## src/rtl/ecc_pkg.sv

```systemverilog
// Shared defaults and helpers for the ECC decode arbiter and its tag FIFO.
package ecc_pkg;

    localparam int NUM_REQ    = 4;
    localparam int DATA_WIDTH = 16;
    localparam int ENC_WIDTH  = 21;

    // Width of a requester index; stays at least one bit for a single requester.
    function automatic int tag_bits(input int n);
        return (n > 1) ? $clog2(n) : 1;
    endfunction

    localparam int TAG_WIDTH = tag_bits(NUM_REQ);
    typedef logic [TAG_WIDTH-1:0] tag_t;

endpackage

```

## src/rtl/ecc_tag_fifo.sv

```systemverilog
// In-flight tag FIFO: records which requester owns each codeword inside the decoder.
module ecc_tag_fifo #(
    parameter int WIDTH = 2,
    parameter int DEPTH = 4
) (
    input  logic                       clk,
    input  logic                       rstb,
    input  logic                       push,
    input  logic [WIDTH-1:0]           push_data,
    input  logic                       pop,
    output logic [WIDTH-1:0]           pop_data,
    output logic                       full,
    output logic                       empty,
    output logic [$clog2(DEPTH+1)-1:0] count
);

    localparam int PW = (DEPTH > 1) ? $clog2(DEPTH) : 1;
    localparam int CW = $clog2(DEPTH + 1);

    logic [WIDTH-1:0] mem [DEPTH];
    logic [PW-1:0]    wr_ptr;
    logic [PW-1:0]    rd_ptr;
    logic             do_push;
    logic             do_pop;

    assign full     = (count == CW'(DEPTH));
    assign empty    = (count == '0);
    assign do_push  = push && !full;
    assign do_pop   = pop && !empty;
    assign pop_data = mem[rd_ptr];

    // NOTE: storage is not reset; occupancy is tracked only by the pointers and count.
    always_ff @(posedge clk) begin
        if (do_push) mem[wr_ptr] <= push_data;
    end

    always_ff @(posedge clk or negedge rstb) begin
        if (!rstb) begin
            wr_ptr <= '0;
            rd_ptr <= '0;
            count  <= '0;
        end else begin
            if (do_push) wr_ptr <= (wr_ptr == PW'(DEPTH - 1)) ? '0 : wr_ptr + 1'b1;
            if (do_pop)  rd_ptr <= (rd_ptr == PW'(DEPTH - 1)) ? '0 : rd_ptr + 1'b1;
            case ({do_push, do_pop})
                2'b10:   count <= count + 1'b1;
                2'b01:   count <= count - 1'b1;
                default: count <= count;
            endcase
        end
    end

endmodule

```

## src/rtl/ecc_decode_arbiter.sv

```systemverilog
// Round-robin share of one ECC decode pipeline between NUM_REQ requesters,
// routing each decoded word back to its owner through an in-flight tag FIFO.
module ecc_decode_arbiter #(
    parameter int NUM_REQ    = ecc_pkg::NUM_REQ,
    parameter int DATA_WIDTH = ecc_pkg::DATA_WIDTH,
    parameter int ENC_WIDTH  = ecc_pkg::ENC_WIDTH,
    parameter int TAG_DEPTH  = 4
) (
    input  logic                            clk,
    input  logic                            rstb,
    input  logic [NUM_REQ-1:0]              req_valid,
    input  logic [NUM_REQ*ENC_WIDTH-1:0]    req_encoded,
    output logic [NUM_REQ-1:0]              req_ready,
    output logic [NUM_REQ-1:0]              rsp_valid,
    output logic [NUM_REQ*DATA_WIDTH-1:0]   rsp_decoded,
    input  logic [NUM_REQ-1:0]              rsp_ready,
    output logic                            dec_valid_in,
    output logic [ENC_WIDTH-1:0]            dec_encoded,
    input  logic                            dec_valid_out,
    input  logic [DATA_WIDTH-1:0]           dec_decoded,
    output logic                            err_underflow
);

    localparam int TW = ecc_pkg::tag_bits(NUM_REQ);
    localparam int CW = $clog2(TAG_DEPTH + 1);

    logic [NUM_REQ-1:0] pend;
    logic [NUM_REQ-1:0] eligible;
    logic [TW-1:0]      last_grant;
    logic [TW-1:0]      grant_idx;
    logic [TW-1:0]      cand;
    logic [TW-1:0]      pop_tag;
    logic [CW-1:0]      fifo_count;
    logic               fifo_full;
    logic               fifo_empty;
    logic               found;
    logic               xfer;
    logic               pop;
    int                 idx;

    assign eligible = req_valid & ~pend;
    assign xfer     = |(req_valid & req_ready);
    assign pop      = dec_valid_out && !fifo_empty;

    // NOTE: every always_comb output gets a default first, so no path can infer a latch.
    always_comb begin
        found     = 1'b0;
        grant_idx = '0;
        cand      = '0;
        idx       = 0;
        req_ready = '0;
        for (int k = 1; k <= NUM_REQ; k++) begin
            idx = int'(last_grant) + k;
            if (idx >= NUM_REQ) idx = idx - NUM_REQ;
            cand = TW'(idx);
            if (!found && eligible[cand]) begin
                found     = 1'b1;
                grant_idx = cand;
            end
        end
        // Tag space is judged on the pre-pop count, so a full FIFO blocks even on a pop cycle.
        if (rstb && found && (fifo_count < CW'(TAG_DEPTH))) req_ready[grant_idx] = 1'b1;
    end

    ecc_tag_fifo #(
        .WIDTH (TW),
        .DEPTH (TAG_DEPTH)
    ) u_tag_fifo (
        .clk       (clk),
        .rstb      (rstb),
        .push      (xfer),
        .push_data (grant_idx),
        .pop       (pop),
        .pop_data  (pop_tag),
        .full      (fifo_full),
        .empty     (fifo_empty),
        .count     (fifo_count)
    );

    // NOTE: sequential state uses non-blocking assignments so every register samples pre-edge values.
    always_ff @(posedge clk or negedge rstb) begin
        if (!rstb) begin
            pend          <= '0;
            last_grant    <= TW'(NUM_REQ - 1);
            dec_valid_in  <= 1'b0;
            dec_encoded   <= '0;
            rsp_valid     <= '0;
            rsp_decoded   <= '0;
            err_underflow <= 1'b0;
        end else begin
            dec_valid_in <= xfer;
            if (xfer) begin
                last_grant  <= grant_idx;
                dec_encoded <= req_encoded[grant_idx*ENC_WIDTH +: ENC_WIDTH];
            end
            if (dec_valid_out && fifo_empty) err_underflow <= 1'b1;
            for (int i = 0; i < NUM_REQ; i++) begin
                // pend stays set through the handshake cycle, so re-grant waits one cycle.
                if (xfer && (grant_idx == TW'(i))) pend[i] <= 1'b1;
                else if (rsp_valid[i] && rsp_ready[i]) pend[i] <= 1'b0;

                if (pop && (pop_tag == TW'(i))) begin
                    rsp_valid[i]                             <= 1'b1;
                    rsp_decoded[i*DATA_WIDTH +: DATA_WIDTH] <= dec_decoded;
                end else if (rsp_valid[i] && rsp_ready[i]) begin
                    rsp_valid[i] <= 1'b0;
                end
            end
        end
    end

endmodule
```

## config.mk

```make
export PLATFORM = sky130hd
export DESIGN_NAME = ecc_decode_arbiter
export DESIGN_NICKNAME = d
export VERILOG_FILES = /design/src/rtl/ecc_pkg.sv /design/src/rtl/ecc_tag_fifo.sv /design/src/rtl/ecc_decode_arbiter.sv
export SDC_FILE = /design/constraint.sdc
export NUM_CORES = 1
export LEC_CHECK = 0
export ABC_AREA = 0
export CAP_MARGIN = 40
export CORE_MARGIN = 4
export CORE_UTILIZATION = 40
export DETAILED_ROUTE_END_ITERATION = 6
export PLACE_DENSITY = 0.77
export SYNTH_ARGS = -nofsm -noshare
export SYNTH_HDL_FRONTEND = slang
export SYNTH_HIERARCHICAL = 1
export SYNTH_SLANG_ARGS = --single-unit
```

## constraint.sdc

```tcl
create_clock -name clk -period 2.6 [get_ports clk]
set_clock_uncertainty 0.1 [all_clocks]
set_input_delay 0.39 -clock clk [delete_from_list [all_inputs] [get_ports clk]]
set_output_delay 0.39 -clock clk [all_outputs]
set_load 0.02 [all_outputs]
```

# Word-level counts from Yosys, hierarchy flattened
# Memories as Yosys holds them, arrays and structs flattened.
# Index checks and enable logic that the tools add are counted.
[word_totals] out_inout_bits=95 ram_bits=8 regBits=104 in_bits=111 mem_count=1 word_cells=139
[memory_table] memory="u_tag_fifo.mem" depth=4 width=2 rd=1 rd_clocked_by_memory_dff=0 wr=1 line_no="ecc_tag_fifo.sv:20" rtl="logic [WIDTH-1:0] mem [DEPTH];"
[op_classes] n_lt_le_gt_ge=11 mul=1 n_mux=40 eq_ne=11 n_addsub=12 reduce_logical=40 shift=1 bitwise=3
[ops] operator="variable part select 84 x 8 -> 21 bit" count=1
[ops] operator="2-to-1 mux 1 bit" count=23
[ops] operator="logical AND 1 bit" count=22
[ops] operator="2-to-1 mux 2 bit" count=10
[ops] operator="nonzero test 2 bit" count=9
[ops] operator="less-than comparator 2 x 3 -> 1 bit, second input constant" count=5
[ops] operator="equality test 2 bit, second input constant" count=7
[ops] operator=">= comparator 3 bit, second input constant" count=3
[ops] operator="AND 4 bit" count=2
[ops] operator="binary-select mux 1 bit (select 2 bit)" count=4
[ops] operator="subtractor 2 x 1 -> 2 bit, second input constant" count=4
[ops] operator="multiplier 2 x 5 -> 7 bit, second input constant" count=1
[ops] operator="adder 2 x 2 -> 3 bit, second input constant" count=2
[ops] operator="equality test 2 x 1 -> 1 bit, second input constant" count=3
[ops] operator="one-hot mux 3 bit (2 select lines)" count=1
[ops] operator="zero test 1 bit" count=5
[ops] operator="adder 2 x 1 -> 2 bit, second input constant" count=2
[ops] operator="adder 2 x 3 -> 4 bit, second input constant" count=1
[ops] operator=">= comparator 4 x 3 -> 1 bit, second input constant" count=1
[ops] operator="zero test 2 bit" count=2
[ops] operator="2-to-1 mux 4 bit" count=1
[ops] operator="NOT 4 bit" count=1
[ops] operator="OR reduction 4 bit" count=1
[ops] operator="adder 2 x 1 -> 3 bit, second input constant" count=1
[ops] operator="other kinds (7)" count=7

# Longest topological paths before layout
[logic_depth] ltp_word=25 depth_mapped=12 ltp_nobuf=11

# Modules after synthesis
# Netlist, hierarchy kept.
[by_module_without_submodules] mod="ecc_decode_arbiter" cells_per_inst=313 instances=1 area_each_um2=4505.6
[by_module_without_submodules] mod="ecc_tag_fifo" cells_per_inst=50 instances=1 area_each_um2=772.0

# Least setup slack after synthesis
# Ideal clock, no wire load.
[synth_path] path_type="input port to flip-flop" startpoint="input req_valid[0]" endpoint="register u_tag_fifo.count[2]" stages=12 required_time_ns=2.372 t_arrival_ns=2.301 path_buffers=1 slack_ns=0.071 setup_time_ns=0.128 path_cell_list="nor2b_4 > nor2_2 > a311oi_4 > buf_2 > nor2b_4 > inv_1 > ha_1 > inv_1 > fa_1 > xor2_1 > nor2_1 > xor2_1"
[synth_between] elab_chain_cells=23 word_cells_on_any_way=38 classes_between="order compare: 2; eq/ne: 2; mux: 20; bitwise: 2; reduce/logical: 12"
[synth_lines] element="from (decl)" line_no="ecc_decode_arbiter.sv:11" rtl="input logic [NUM_REQ-1:0] req_valid,"
[synth_lines] element="AND 4 bit" line_no="ecc_decode_arbiter.sv:41" rtl="assign eligible = req_valid & ~pend;"
[synth_lines] element="binary-select mux 1 bit (select 2 bit)" line_no="ecc_decode_arbiter.sv:56" rtl="if (!found && eligible[cand]) begin"
[synth_lines] element="2-to-1 mux 1 bit (not written as such)" line_no="ecc_decode_arbiter.sv:56"
[synth_lines] element="2-to-1 mux 1 bit" line_no="ecc_decode_arbiter.sv:56"
[synth_lines] element="zero test 1 bit" line_no="ecc_decode_arbiter.sv:56"
[synth_lines] element="logical AND 1 bit" line_no="ecc_decode_arbiter.sv:56"
[synth_lines] element="2-to-1 mux 1 bit" line_no="ecc_decode_arbiter.sv:56"
[synth_lines] element="zero test 1 bit" line_no="ecc_decode_arbiter.sv:56"
[synth_lines] element="[8 not listed]"
[synth_lines] element="demux 1 bit (select 2 bit)" line_no="ecc_decode_arbiter.sv:62" rtl="if (rstb && found && (fifo_count < CW'(TAG_DEPTH))) req_ready[grant_idx] = 1'b1;"
[synth_lines] element="2-to-1 mux 4 bit" line_no="ecc_decode_arbiter.sv:62"
[synth_lines] element="AND 4 bit (*)" line_no="ecc_decode_arbiter.sv:42" rtl="assign xfer = |(req_valid & req_ready);"
[synth_lines] element="OR reduction 4 bit (*)" line_no="ecc_decode_arbiter.sv:42"
[synth_lines] element="named net xfer" line_no="ecc_decode_arbiter.sv:37" rtl="logic xfer;"
[synth_lines] element="logical AND 1 bit (*)" line_no="ecc_tag_fifo.sv:28" rtl="assign do_push = push && !full;"
[synth_lines] element="equality test 2 x 1 -> 1 bit / equality test 2 bit (equally long branches)" line_no="ecc_tag_fifo.sv:45" rtl="case ({do_push, do_pop})"
[synth_lines] element="one-hot mux 3 bit (2 select lines) / nonzero test 2 bit (equally long branches)"
[synth_lines] element="to (signal assigned)" line_no="ecc_tag_fifo.sv:46" rtl="2'b10: count <= count + 1'b1;"
[synth_lines] element="to (signal assigned)" line_no="ecc_tag_fifo.sv:47" rtl="2'b01: count <= count - 1'b1;"
[synth_lines] element="to (signal assigned)" line_no="ecc_tag_fifo.sv:48" rtl="default: count <= count;"
[synth_lines] element="to (decl)" line_no="ecc_tag_fifo.sv:14" rtl="output logic [$clog2(DEPTH+1)-1:0] count"
# The timed path passes the listed nets; every way through them passes the cells marked *. The select of a mux whose other input is x is not followed.
# A chain may end at the register's enable or synchronous reset.

# Worst setup path after layout
[layout_path] startpoint="input req_valid[1]" endpoint="output req_ready[0]"
[layout_between] elab_chain_cells=18 word_cells_on_any_way=31 classes_between="order compare: 2; mux: 19; bitwise: 1; reduce/logical: 9"
[layout_lines] element="AND 4 bit (*)" line_no="ecc_decode_arbiter.sv:41"
[layout_lines] element="binary-select mux 1 bit (select 2 bit)" line_no="ecc_decode_arbiter.sv:56"
[layout_lines] element="2-to-1 mux 1 bit (not written as such)" line_no="ecc_decode_arbiter.sv:56"
[layout_lines] element="2-to-1 mux 1 bit" line_no="ecc_decode_arbiter.sv:56"
[layout_lines] element="zero test 1 bit" line_no="ecc_decode_arbiter.sv:56"
[layout_lines] element="logical AND 1 bit" line_no="ecc_decode_arbiter.sv:56"
[layout_lines] element="2-to-1 mux 1 bit" line_no="ecc_decode_arbiter.sv:56"
[layout_lines] element="zero test 1 bit" line_no="ecc_decode_arbiter.sv:56"
[layout_lines] element="[2 not listed]"
[layout_lines] element="zero test 1 bit" line_no="ecc_decode_arbiter.sv:56"
[layout_lines] element="logical AND 1 bit" line_no="ecc_decode_arbiter.sv:56"
[layout_lines] element="2-to-1 mux 2 bit" line_no="ecc_decode_arbiter.sv:56"
[layout_lines] element="less-than comparator 2 x 3 -> 1 bit (not written as such) / >= comparator 2 x 1 -> 1 bit (equally long branches)" line_no="ecc_decode_arbiter.sv:62"
[layout_lines] element="logical AND 1 bit (not written as such)" line_no="ecc_decode_arbiter.sv:62"
[layout_lines] element="2-to-1 mux 1 bit (not written as such)" line_no="ecc_decode_arbiter.sv:62"
[layout_lines] element="demux 1 bit (select 2 bit)" line_no="ecc_decode_arbiter.sv:62"
[layout_lines] element="2-to-1 mux 4 bit (*)" line_no="ecc_decode_arbiter.sv:62"
[layout_lines] element="to (decl)" line_no="ecc_decode_arbiter.sv:13" rtl="output logic [NUM_REQ-1:0] req_ready,"
# Mark *: on every way between the ends. The rest lies on a longest branch, timed or not. The select of a mux whose other input is x is not followed.

==> flow_summary_export.csv <==
group,metric,value,unit
timing,max_freq,402,MHz
timing,hold_ws,0.0323,ns
power,p_leak,3.42,nW
yosys,syn_nets,481,
yosys,synth_area_leaders,"dfrtp_1 (48%), mux2_2 (14%), mux2i_1 (8.2%)",
yosys,yosysMostFrequentCell,"dfrtp_1",
detailed_routing,wirelength,14000,um
clock_network,clk_pin_slew,0.07,ns
yosys,ys_seq_elements,112,
detailed_routing,num_vias,3781,
final_layout,area_growth,51.4,%
critical_path,reg2reg_to,"u_tag_fifo/count[2]",
grt,grt_pass1_wl,21900,um
critical_path,worstReg2RegStart,"pend[1]",
clock_network,cts_tree,"done",
clock_network,cts_buffer_depth,2,
detailed_routing,wl_per_cell,18.2,um
critical_path,worstPathRequired,2.11,ns
run_status,status,"completed",
timing,setup_viol,0,
yosys,ys_top_cells_by_count,"dfrtp_1 (102), mux2_2 (65), mux2i_1 (43)",
final_layout,post-route-util,62.5,%
timing,rsz0062_at_grt,"no",
yosys,synth_top_area_share,48.4,%
detailed_routing,dr_wl_met3,797,um
yosys,async_flop_share,92.9,%
detailed_routing,via_per_inst,4.92,
final_layout,multi_input_area,2240,um2
final_layout,seq_area,2850,um2
hold_path,hold_path.class,"in2async",
grt,grt_max_degree,62,
clock_network,cts.sink_count,112,
critical_path,crit_fanout,5,
final_layout,antenna-diode-count,0,
detailed_routing,routedLengthMet1,5460,um
critical_path,critPathSlowestCell,"clkdlybuf4s50_1",
detailed_routing,drt_iter0_drc,156,
grt,overflow,0,
yosys,synthCells,363,
power,power.density,1320,nW/um2
timing,layout_min_cycle_time,2.49,ns
clock_network,cts-buffers-inserted,9,
clock_network,clockRootBuffer,"clkbuf_16",
floorplanning,dieArea,15100,um2
critical_path,critical-path-max-stage-delay,0.55,ns
run,drv_cap,0,
clock_network,cts_hold_buffers,0,
yosys,synth_cell_types,46,
detailed_routing,topRoutingLayerUsed,"met4",
timing,finalSetupTns,0,ns
critical_path,cp_top_family,"buffers and inverters",
floorplanning,rows,41,
timing,hold_viol_final,0,
clock_network,htreeDepth,3,
critical_path,worstPathArrival,2.00,ns
final_layout,fill_cells,995,
yosys,synth_edf_count,8,
clock_network,clk_latency,0.34,ns
critical_path,rr_worst_depth,11,
yosys,synth_warnings,6,
floorplanning,die_w,123,um
critical_path,startpoint,"req_valid[1]",
grt,antenna_found_initial,0,
critical_path,worstSetupStartpointType,"primary input",
critical_path,critPathBufInv,3,
placement,dp_cells,747,
floorplanning,die_h,123,um
timing,slew_headroom,49.7,%
yosys,syn-cell-area,5280,um2
detailed_routing,wl_met2,7510,um
power,ir_worst_vdd,0.809,mV
critical_path,rrSetupSlack,0.23,ns
yosys,avgSynthCellArea,14.5,um2
critical_path,cp-end-kind,"output port",
grt,grt_pass1_vias,4235,
critical_path,critPathCapture,"req_ready[0]",
timing,tightest_slew,0.754,ns
grt,grt.total_usage,18.7,%
power,finalPower,10.6,mW
placement,dp_hpwl,10700,um
timing,fin_crit_sh,95.8,%
floorplanning,initial_core_util,41.3,%
final_layout,fin_cells,769,
critical_path,path_cells,"clkdlybuf4s50_1 > nand2b_4 > a311oi_4 > buf_4 > nor2b_4 > and2_1 > buf_2",
floorplanning,coreArea,12800,um2
critical_path,path_class,"in2out",
yosys,synth-seq-area-share,53.9,%
detailed_routing,drtAntennaViolNets,0,
detailed_routing,dr.pass1.iters,4,
final_layout,drive_gt1_share,28.0,%
floorplanning,boundaryPins,206,
yosys,yosysTopAreaCell,"dfrtp_1",
placement,io_buffers,205,
yosys,synth_ff_type,"dfrtp_1",
final_layout,fin_nets,710,
timing,maxSlewViolCount,0,
critical_path,crit_cells,7,
placement,gp_congestion,0.793,
detailed_routing,drc,0,
==> timing repair <==
action	in CTS	in global routing
endpoints found under the hold margin	0	0
pin swaps	1	3
gates resized for setup	13	7
setup endpoints to repair	4	5
buffers inserted	2	4
==> state kept, by name, summed over array words and instances, names as in the netlist <==
signal / count
dec_encoded: 21
dec_valid_in: 1
err_underflow: 1
last_grant: 2
pend: 4
rsp_decoded: 64
rsp_valid: 4
u_tag_fifo/count: 3
u_tag_fifo/mem: 8
u_tag_fifo/rd_ptr: 2
u_tag_fifo/wr_ptr: 2
==> worst reg2reg max path, stage by stage (launching register included) <==
cell	delay [ns]
dfrtp_1	0.45
nand2b_4	0.21
a311oi_4	0.34
buf_4	0.18
nor2b_4	0.13
inv_1	0.05
ha_1	0.20
inv_1	0.07
fa_1	0.17
xor2_1	0.15
nor2_1	0.07
xor2_1	0.13
==> metrics by stage <==
step | setup WS (ns) | area, um2
3_3_place_gp | -0.356 | 7570
6_report | 0.109 | 7990
2_1_floorplan | 0.0711 | 5280
5_1_grt | 0.0149 | 7990
4_1_cts | 0.00186 | 7970
3_5_place_dp | -0.389 | 7570
==> how the worst min path moves through the flow <==
stage,to,slack [ns],cells past startpoint
2_1_floorplan,dec_encoded[0],-0.006,0
3_3_place_gp,err_underflow,0.34,1
3_5_place_dp,err_underflow,0.35,1
4_1_cts,dec_encoded[16],0.05,2
5_1_grt,dec_encoded[18],0.06,2
6_report,dec_encoded[17],0.03,2
==> area by class of cell <==
cell class / count / area share, %
clock buffers: 11 / 3.04
clock inverters: 5 / 1.58
inverters: 16 / 0.752
multi-input cells: 218 / 28.1
flip-flops and latches: 112 / 35.6
well taps: 172 / 2.69
repair buffers: 235 / 28.2
==> layout by cell type, fill, tap and decap left out, types with 4 or more instances in the layout <==
cell type,Yosys,final
nor2b_4,3,5
bufinv_16,0,4
mux2_2,65,65
edfxtp_1,8,8
a221oi_2,21,21
ha_1,6,6
and2_2,4,4
clkbuf_16,0,9
clkdlybuf4s50_1,0,200
buf_2,5,4
buf_4,2,31
inv_1,15,15
a21o_1,4,4
mux2i_1,43,43
and2_1,4,4
dfrtp_1,102,102
nor2_1,25,25
nand2_1,6,6
==> cell families after synthesis <==
kind of cell | count (synthesis) | synth area share, %
adder cells (fa/ha/maj) | 7 | 1.80
AO/OA/AOI/OAI | 39 | 9.25
multiplexers | 113 | 23.7
buffers and inverters | 33 | 4.22
AND/OR/NAND/NOR | 56 | 6.59
XOR/XNOR | 3 | 0.498
flip-flops | 112 | 53.9
==> power breakdown <==
group          leakage, nW  switching, mW  total [mW]  internal (mW)
clock                0.180          0.607        1.67           1.07
sequential            1.29          0.531        3.18           2.65
combinational         1.95           2.74        5.71           2.97
==> metal layers <==
metal  up-vias  track usage, %
li1       1782               -
met1      1891            21.5
met2        95            33.4
met3        13            6.50
met4         0            4.62
met5         -               0
Note: power is estimated with default switching activity, not from simulation.
